**src/rtl/ahb_master_mux_n.sv**
```systemverilog
// ahb_master_mux_n: N-port AHB-Lite master mux with fixed-priority/round-robin arbitration,
// burst/lock retention, per-port address holding registers and data-phase tracking.
module ahb_master_mux_n #(
    parameter int NUM_PORTS = 3,
    parameter int AW        = 32,
    parameter int DW        = 32,
    parameter int ARB_MODE  = 0,
    parameter int MW        = 3
) (
    input  logic                    HCLK,
    input  logic                    HRESETn,
    input  logic [NUM_PORTS-1:0]    HSELS,
    input  logic [NUM_PORTS*AW-1:0] HADDRS,
    input  logic [NUM_PORTS*2-1:0]  HTRANSS,
    input  logic [NUM_PORTS*3-1:0]  HSIZES,
    input  logic [NUM_PORTS-1:0]    HWRITES,
    input  logic [NUM_PORTS*4-1:0]  HPROTS,
    input  logic [NUM_PORTS*3-1:0]  HBURSTS,
    input  logic [NUM_PORTS-1:0]    HMASTLOCKS,
    input  logic [NUM_PORTS*DW-1:0] HWDATAS,
    input  logic [NUM_PORTS-1:0]    HREADYS,
    output logic [NUM_PORTS-1:0]    HREADYOUTS,
    output logic [NUM_PORTS*2-1:0]  HRESPS,
    output logic [NUM_PORTS*DW-1:0] HRDATAS,
    output logic                    HSELM,
    output logic [AW-1:0]           HADDRM,
    output logic [1:0]              HTRANSM,
    output logic [2:0]              HSIZEM,
    output logic                    HWRITEM,
    output logic [3:0]              HPROTM,
    output logic [2:0]              HBURSTM,
    output logic                    HMASTLOCKM,
    output logic [DW-1:0]           HWDATAM,
    output logic                    HREADYM,
    output logic [MW-1:0]           HMASTERM,
    input  logic                    HREADYOUTM,
    input  logic [1:0]              HRESPM,
    input  logic [DW-1:0]           HRDATAM
);
    localparam int IW = NUM_PORTS > 1 ? $clog2(NUM_PORTS) : 1;

    typedef struct packed {
        logic [AW-1:0] addr;
        logic [1:0]    trans;
        logic [2:0]    size;
        logic          write;
        logic [3:0]    prot;
        logic [2:0]    burst;
        logic          lock;
    } ctrl_t;

    ctrl_t live_c [NUM_PORTS];
    ctrl_t hold_c [NUM_PORTS];
    ctrl_t src_c  [NUM_PORTS];
    ctrl_t m, o, last_c;
    logic [NUM_PORTS-1:0] hvalid, live, req, src_sel;
    logic [IW-1:0] owner, grant, winner, ptr, dp_owner;
    logic dp_valid, retain, arb_pt, any_req, active, msel, issue;

    always_comb begin
        live = '0;
        src_sel = '0;
        for (int i = 0; i < NUM_PORTS; i++) begin
            live_c[i] = {HADDRS[i*AW +: AW], HTRANSS[2*i +: 2], HSIZES[3*i +: 3], HWRITES[i],
                         HPROTS[4*i +: 4], HBURSTS[3*i +: 3], HMASTLOCKS[i]};
            src_c[i] = hvalid[i] ? hold_c[i] : live_c[i];
            src_sel[i] = hvalid[i] | HSELS[i];
            live[i] = HRESETn & HSELS[i] & HTRANSS[2*i+1] & HREADYS[i];
        end
    end

    assign req     = hvalid | live;
    assign any_req = |req;

    // descending scan so the first requester from the search start wins
    always_comb begin
        int idx;
        idx = 0;
        winner = '0;
        for (int k = NUM_PORTS - 1; k >= 0; k--) begin
            idx = (ARB_MODE != 0) ? (int'(ptr) + k) % NUM_PORTS : k;
            if (req[idx]) winner = IW'(idx);
        end
    end

    // SEQ and BUSY both have trans[0] set: owner is mid-burst
    assign retain = HRESETn & ((src_sel[owner] & src_c[owner].trans[0]) | src_c[owner].lock);
    assign arb_pt = HREADYOUTM & ~retain;
    assign grant  = (arb_pt & any_req) ? winner : owner;
    assign active = HRESETn & (~arb_pt | any_req);
    assign msel   = active & src_sel[grant];
    assign m      = src_c[grant];
    assign o      = msel ? m : last_c;
    assign issue  = HREADYOUTM & msel & m.trans[1];

    assign HSELM      = msel;
    assign HTRANSM    = msel ? o.trans : 2'b00;
    assign HMASTLOCKM = msel & o.lock;
    assign HADDRM     = o.addr;
    assign HSIZEM     = o.size;
    assign HWRITEM    = o.write;
    assign HPROTM     = o.prot;
    assign HBURSTM    = o.burst;
    assign HMASTERM   = MW'(grant);
    assign HREADYM    = HREADYOUTM;
    assign HRDATAS    = {NUM_PORTS{HRDATAM}};

    always_comb begin
        HREADYOUTS = '1;
        HRESPS = '0;
        HWDATAM = '0;
        for (int i = 0; i < NUM_PORTS; i++) begin
            HREADYOUTS[i] = hvalid[i] ? 1'b0 : (dp_valid && dp_owner == IW'(i)) ? HREADYOUTM : 1'b1;
            HRESPS[2*i +: 2] = (dp_valid && dp_owner == IW'(i)) ? HRESPM : 2'b00;
            if (dp_owner == IW'(i)) HWDATAM = HWDATAS[i*DW +: DW];
        end
    end

    always_ff @(posedge HCLK or negedge HRESETn) begin
        if (!HRESETn) begin
            owner <= '0;
            ptr <= '0;
            dp_valid <= 1'b0;
            dp_owner <= '0;
            last_c <= '0;
            hvalid <= '0;
            for (int i = 0; i < NUM_PORTS; i++) hold_c[i] <= '0;
        end else begin
            owner <= grant;
            if (msel) last_c <= m;
            if (arb_pt && any_req) ptr <= (winner == IW'(NUM_PORTS - 1)) ? '0 : winner + 1'b1;
            if (HREADYOUTM) begin
                dp_valid <= msel & m.trans[1];
                dp_owner <= grant;
            end
            for (int i = 0; i < NUM_PORTS; i++) begin
                if (issue && grant == IW'(i)) hvalid[i] <= 1'b0;
                else if (NUM_PORTS > 1 && live[i]) begin
                    hvalid[i] <= 1'b1;
                    hold_c[i] <= live_c[i];
                end
            end
        end
    end
endmodule

```
**config.mk**
```make
export PLATFORM = sky130hd
export DESIGN_NAME = ahb_master_mux_n
export DESIGN_NICKNAME = d
export VERILOG_FILES = /design/src/rtl/ahb_master_mux_n.sv
export SDC_FILE = /design/constraint.sdc
export NUM_CORES = 1
export LEC_CHECK = 0
export BUFFER_PORTS_ARGS = -buffer_cell sky130_fd_sc_hd__buf_4
export CORE_AREA = 4 4 176 178
export CTS_CLUSTER_SIZE = 30
export DETAILED_ROUTE_END_ITERATION = 8
export DIE_AREA = 0 0 180 182
export GPL_TIMING_DRIVEN = 0
export HOLD_SLACK_MARGIN = 0.1
export PLACE_DENSITY = 0.71
export SLEW_MARGIN = 20
export SYNTH_ARGS = -nofsm -noshare
export SYNTH_HDL_FRONTEND = slang
export SYNTH_SLANG_ARGS = --single-unit
```
**constraint.sdc**
```tcl
create_clock -name HCLK -period 4.31 [get_ports HCLK]
set_input_delay 0.6465 -clock HCLK [delete_from_list [all_inputs] [get_ports HCLK]]
set_output_delay 0.6465 -clock HCLK [all_outputs]
set_load 0.05 [all_outputs]
```
# Word-level counts from Yosys, hierarchy flattened
# Cells that the tools add are included.
[classes] n_addsub=0 n_mul=0 div=0 n_lt_le_gt_ge=4 eq_ne=4 n_shift=0 muxes=37 bitwise_logic=32 n_reduce_logical=15
[ops] operator="$mux W46" count=6
[ops] operator="$bmux W46 S2" count=2
[ops] operator="$mux W32" count=3
[ops] operator="$mux W13" count=2
[ops] operator="$and A1 B1 Y1" count=19
[ops] operator="$mux W2" count=8
[ops] operator="$mux W1" count=14
[ops] operator="$ge A3 B3 Y1 const B" count=2
[ops] operator="$logic_and A1 B1 Y1" count=6
[ops] operator="$lt A2 B3 Y1 const B" count=2
[ops] operator="$not A2 Y3" count=2
[ops] operator="$reduce_and A2 Y1" count=3
[ops] operator="$reduce_bool A2 Y1" count=3
[ops] operator="$not A1 Y1" count=5
[ops] operator="$or A1 B1 Y1" count=5
[ops] operator="$bmux W1 S2" count=2
[ops] operator="$eq A2 B1 Y1 const B" count=2
[ops] operator="$eq A2 B2 Y1 const B" count=2
[ops] operator="$logic_not A2 Y1" count=2
[ops] operator="$or A3 B3 Y3" count=1
[ops] operator="$reduce_or A3 Y1" count=1
[totals] regBits=192 latch_bits=0 ram_bits=0 rom_bits=0 in_bits=277 output_inout_bits=188 wordCells=126 n_memories=0

# Depth between registers and ports, before layout
[logic_depth] ltp_word=19 depth_mapped=12 ltp_nobuf=8

# Worst setup path before layout
# No wires, ideal clock.
[synth_path] path_type="input to output" start="input port HRESETn" end="output port HMASTLOCKM" arrival_ns=3.301 t_required_ns=3.664 path_slack_ns=0.363 stages=9 n_path_buf=2 cell_sequence="buf_4 a41oi_1 nand3_1 a21oi_1 a311o_1 mux2_4 a211oi_4 buf_6 nor2b_1"
[synth_between] elab_cells_between_ends=31 classes_between="mux: 10; bitwise: 20; reduce/logical: 1"
[synth_lines] item="start, declared" line="11" text="input logic HRESETn,"
[synth_lines] item="$and A1 B1 Y1 (3 in series)" line="68" text="live[i] = HRESETn & HSELS[i] & HTRANSS[2*i+1] & HREADYS[i];"
[synth_lines] item="$or A3 B3 Y3" line="72" text="assign req = hvalid | live;"
[synth_lines] item="$mux W2 (3 in series)" line="82" text="if (req[idx]) winner = IW'(idx);"
[synth_lines] item="$mux W2" line="89" text="assign grant = (arb_pt & any_req) ? winner : owner;"
[synth_lines] item="$bmux W1 S2" line="91" text="assign msel = active & src_sel[grant];"
[synth_lines] item="$mux W1 (implied by the code)" line="91"
[synth_lines] item="$and A1 B1 Y1 (*)" line="91"
[synth_lines] item="named net HSELM" line="25" text="output logic HSELM,"
[synth_lines] item="$mux W46"
[synth_lines] item="$and A1 B1 Y1 (*)" line="98" text="assign HMASTLOCKM = msel & o.lock;"
[synth_lines] item="end, declared" line="32" text="output logic HMASTLOCKM,"
# Mark *: on every way through the listed nets, which the timed path passes. The rest lies on a longest branch. The select of a mux whose other input is x is not followed.

==> flow_summary_export.csv <==
group,metric,value,unit
power,vdd_ir_drop_max,0.657,mV
logic_synthesis,post_synth_instance_area,11500,um^2
routing,final_antenna_net_count,0,
timing,layout_worst_path_cycle_share,98.2,%
job,drv_cap,0,
clock_tree,cts_sinks,189,
critical_path,critPathLaunchType,"flop",
floorplanning,height_of_the_chip,182,um
logic_synthesis,ys_ff_latch,189,
routing,drt_iter0_drc,406,
logic_synthesis,synth_nets,1310,
timing,tightestPinTransition,1.03,ns
timing,timing.final.hold_violations,0,
clock_tree,htree_num_levels,4,
critical_path,worst-endpoint-required,3.66,ns
logic_synthesis,yosys_warnings,0,
timing,fin_setup_tns,0,ns
cells_and_area,design.final.nets,1774,
status,run_status,"finished clean",
hold_path,hold_class,"in -> async",
global_route,grt_pass1_wl,58500,um
clock_tree,worst_setup_hold_path_clk_slew,0.07,ns
clock_tree,clk_path_buf_depth,2,
global_route,gr-usage-all-layers,23.0,%
global_route,grt_pass1_vias,9647,
logic_synthesis,synthFlopType,"dfrtp_1",
critical_path,category_of_the_critical_setup_timing_path,"reg -> out",
timing,finalSetupViolCount,0,
power,cellLeakagePower,7.97,nW
clock_tree,worst_skew_pair.late_latency,0.43,ns
critical_path,end_kind,"output port",
floorplanning,die-width,180,um
global_route,overflow,0,
logic_synthesis,synthesis.area_per_instance,11.1,um^2
routing,routed-via-count,9398,
place,gpl.final_weighted_congestion,0.830,
cells_and_area,drive_gt1_share,57.7,%
timing,final.min_clock_period,4.23,ns
routing,total_iterations_of_the_first_detailed_routing_run,6,
global_route,grt_max_degree,45,
timing,fmax,0.236,GHz
logic_synthesis,yosys.cell_types.count,45,
routing,route.detailed.drc,0,
logic_synthesis,synthArstFlopShare,100,%
routing,wirelength,39100,um
power,power.density,753,nW/um^2
clock_tree,cts_made_buffers,17,
timing,report.final.slew_viol_count,0,
place,portbufs,431,
clock_tree,tritoncts,"yes",
place,hpwlAfterDp,29600,um
logic_synthesis,synth-edff-count,0,
floorplanning,die_area,32800,um^2
timing,setup_clock_skew_after_layout,0.0153,ns
logic_synthesis,synth_cells,1033,
global_route,antenna_found_initial,2,
cells_and_area,layout.core_utilization,55.1,%
logic_synthesis,synth.yosys.seq_area_share,41.1,%
routing,viasPerCell,4.94,
cells_and_area,layout-area-overhead-vs-synth,40.9,%
power,total_power,12.2,mW
floorplanning,row_count,63,
clock_tree,root_buffer,"clkbuf_16",
critical_path,path_max_fanout,10,
floorplanning,core_region_area,29400,um^2
critical_path,cp_data_arrival_time,3.59,ns
timing,worst_slew_margin_rel,31.6,%
floorplanning,floorplan.initialDensity,39.1,%
floorplanning,pin_count,465,
routing,route.detailed.wl_per_inst,20.6,um
timing,rsz0062_at_grt,"yes",
flip-flops by register name, indices dropped and copies added (netlist names):
register	cells
owner	2
hold_c	138
hvalid	3
last_c	43
dp_owner	2
dp_valid	1
per-stage QoR:
stage                     worst slack (ns)  instance area [um^2]  std cells  hold slack [ns]
after global routing               -0.0890                 16200       1902            0.147
after global placement               -2.40                 15200       1854            0.453
after CTS                            0.102                 16200       1898            0.140
after floorplan                      0.363                 11500       1033            0.351
final                               0.0779                 16200       1902            0.150
after detailed placement             -1.49                 15300       1856            0.462
cells by family after synthesis:
| family | share of synthesized area [%] |
|---|---|
| multiplexers | 32.9 |
| buffers and inverters | 12.3 |
| flip-flops | 41.1 |
| AND/OR/NAND/NOR | 6.37 |
| AO/OA/AOI/OAI | 7.33 |
| other | 0.0326 |
layout by cell type (no fill, tap or decap), drive strengths merged:
master and n:
buf 617, mux2 225, dfrtp 189, nand2 131, mux2i 125, clkbuf 53
a32o 43, o21ai 37, nor2 15, inv 11, bufbuf 6, a21oi 6
nand4 5, a31oi 5, nor3 4, a41oi 4, a31o 3, and2 3
nor2b 3, clkinv 3, diode 2, nand2b 2, nor3b 2, nand3 2
a32oi 2, or2 2, bufinv 2, a211oi 2, nand3b 1, nand4b 1
and3 1, a311o 1, o2bb2a 1, nor4b 1, conb 1, dlygate4sd3 1
cell type report:
type | instances | area (um^2)
clock buffers | 22 | 474
diodes | 2 | 5.00
well taps | 390 | 488
flip-flops and latches | 189 | 4730
repair buffers | 446 | 3550
multi-input cells | 628 | 5400
plain buffers | 209 | 1420
clock inverters | 10 | 125
inverters | 6 | 22.5
fillers | 2564 | 13200
worst paths after layout:
check / slack, ns / cells past startpoint / endpoint / startpoint
max: 0.08 / 12 / HADDRM[26] / hvalid[0]
min: 0.15 / 1 / last_c[15] / HRESETn
max reg2reg: 0.87 / 12 / hold_c[55] / hvalid[0]
min reg2reg: 0.48 / 1 / hold_c[105] / hold_c[105]
max in group asynchronous: 2.93 / 2 / hold_c[119] / HRESETn
min in group HCLK: 0.45 / 2 / hold_c[110] / HADDRS[4]
cell usage after synthesis (all sizes together), types with 3 or more instances:
library cell  count  area (um^2)
mux2            225         2540
dfrtp           189         4730
buf             176         1260
nand2           131          492
mux2i           125         1250
a32o             43          430
o21ai            37          189
clkbuf           34          128
nor2             15         58.8
a21oi             6         33.8
inv               6         22.5
a31oi             5         46.3
nand4             5         37.5
a41oi             4         42.6
nor3              4         20.0
a31o              3         26.3
and2              3         18.8
nor2b             3         18.8
repair_timing:
action / CTS / global route
buffers inserted: 5 / 2
hold buffers: 1 / 0
pin swaps: 3 / 0
gates cloned: 6 / 0
gates resized for setup: 23 / 6
setup endpoints to repair: 122 / 41
hold endpoints to repair: 16 / 0
per-layer routing:
layer / share of wire, % / track usage (%) / vias to the layer above
met5: 0 / 0 / -
met4: 2.3 / 6.28 / 0
met3: 6.8 / 5.87 / 48
met2: 52 / 41.8 / 331
met1: 39 / 26.9 / 4564
li1: - / - / 4455
critical path: stages, from the launching register on:
cell	delay [ns]
dfrtp_1	0.35
buf_2	0.16
nand3b_1	0.21
nand4_1	0.14
nand4_2	0.16
a311o_1	0.47
mux2_4	0.34
a211oi_4	0.24
buf_12	0.18
buf_6	0.17
mux2_1	0.38
buf_4	0.15
buf_4	0.18
power by group:
part           internal [mW]  switching (mW)
registers               2.36           0.233
logic                   3.23            4.75
clock network          0.914           0.716
Power figures use the tool's default switching activity.
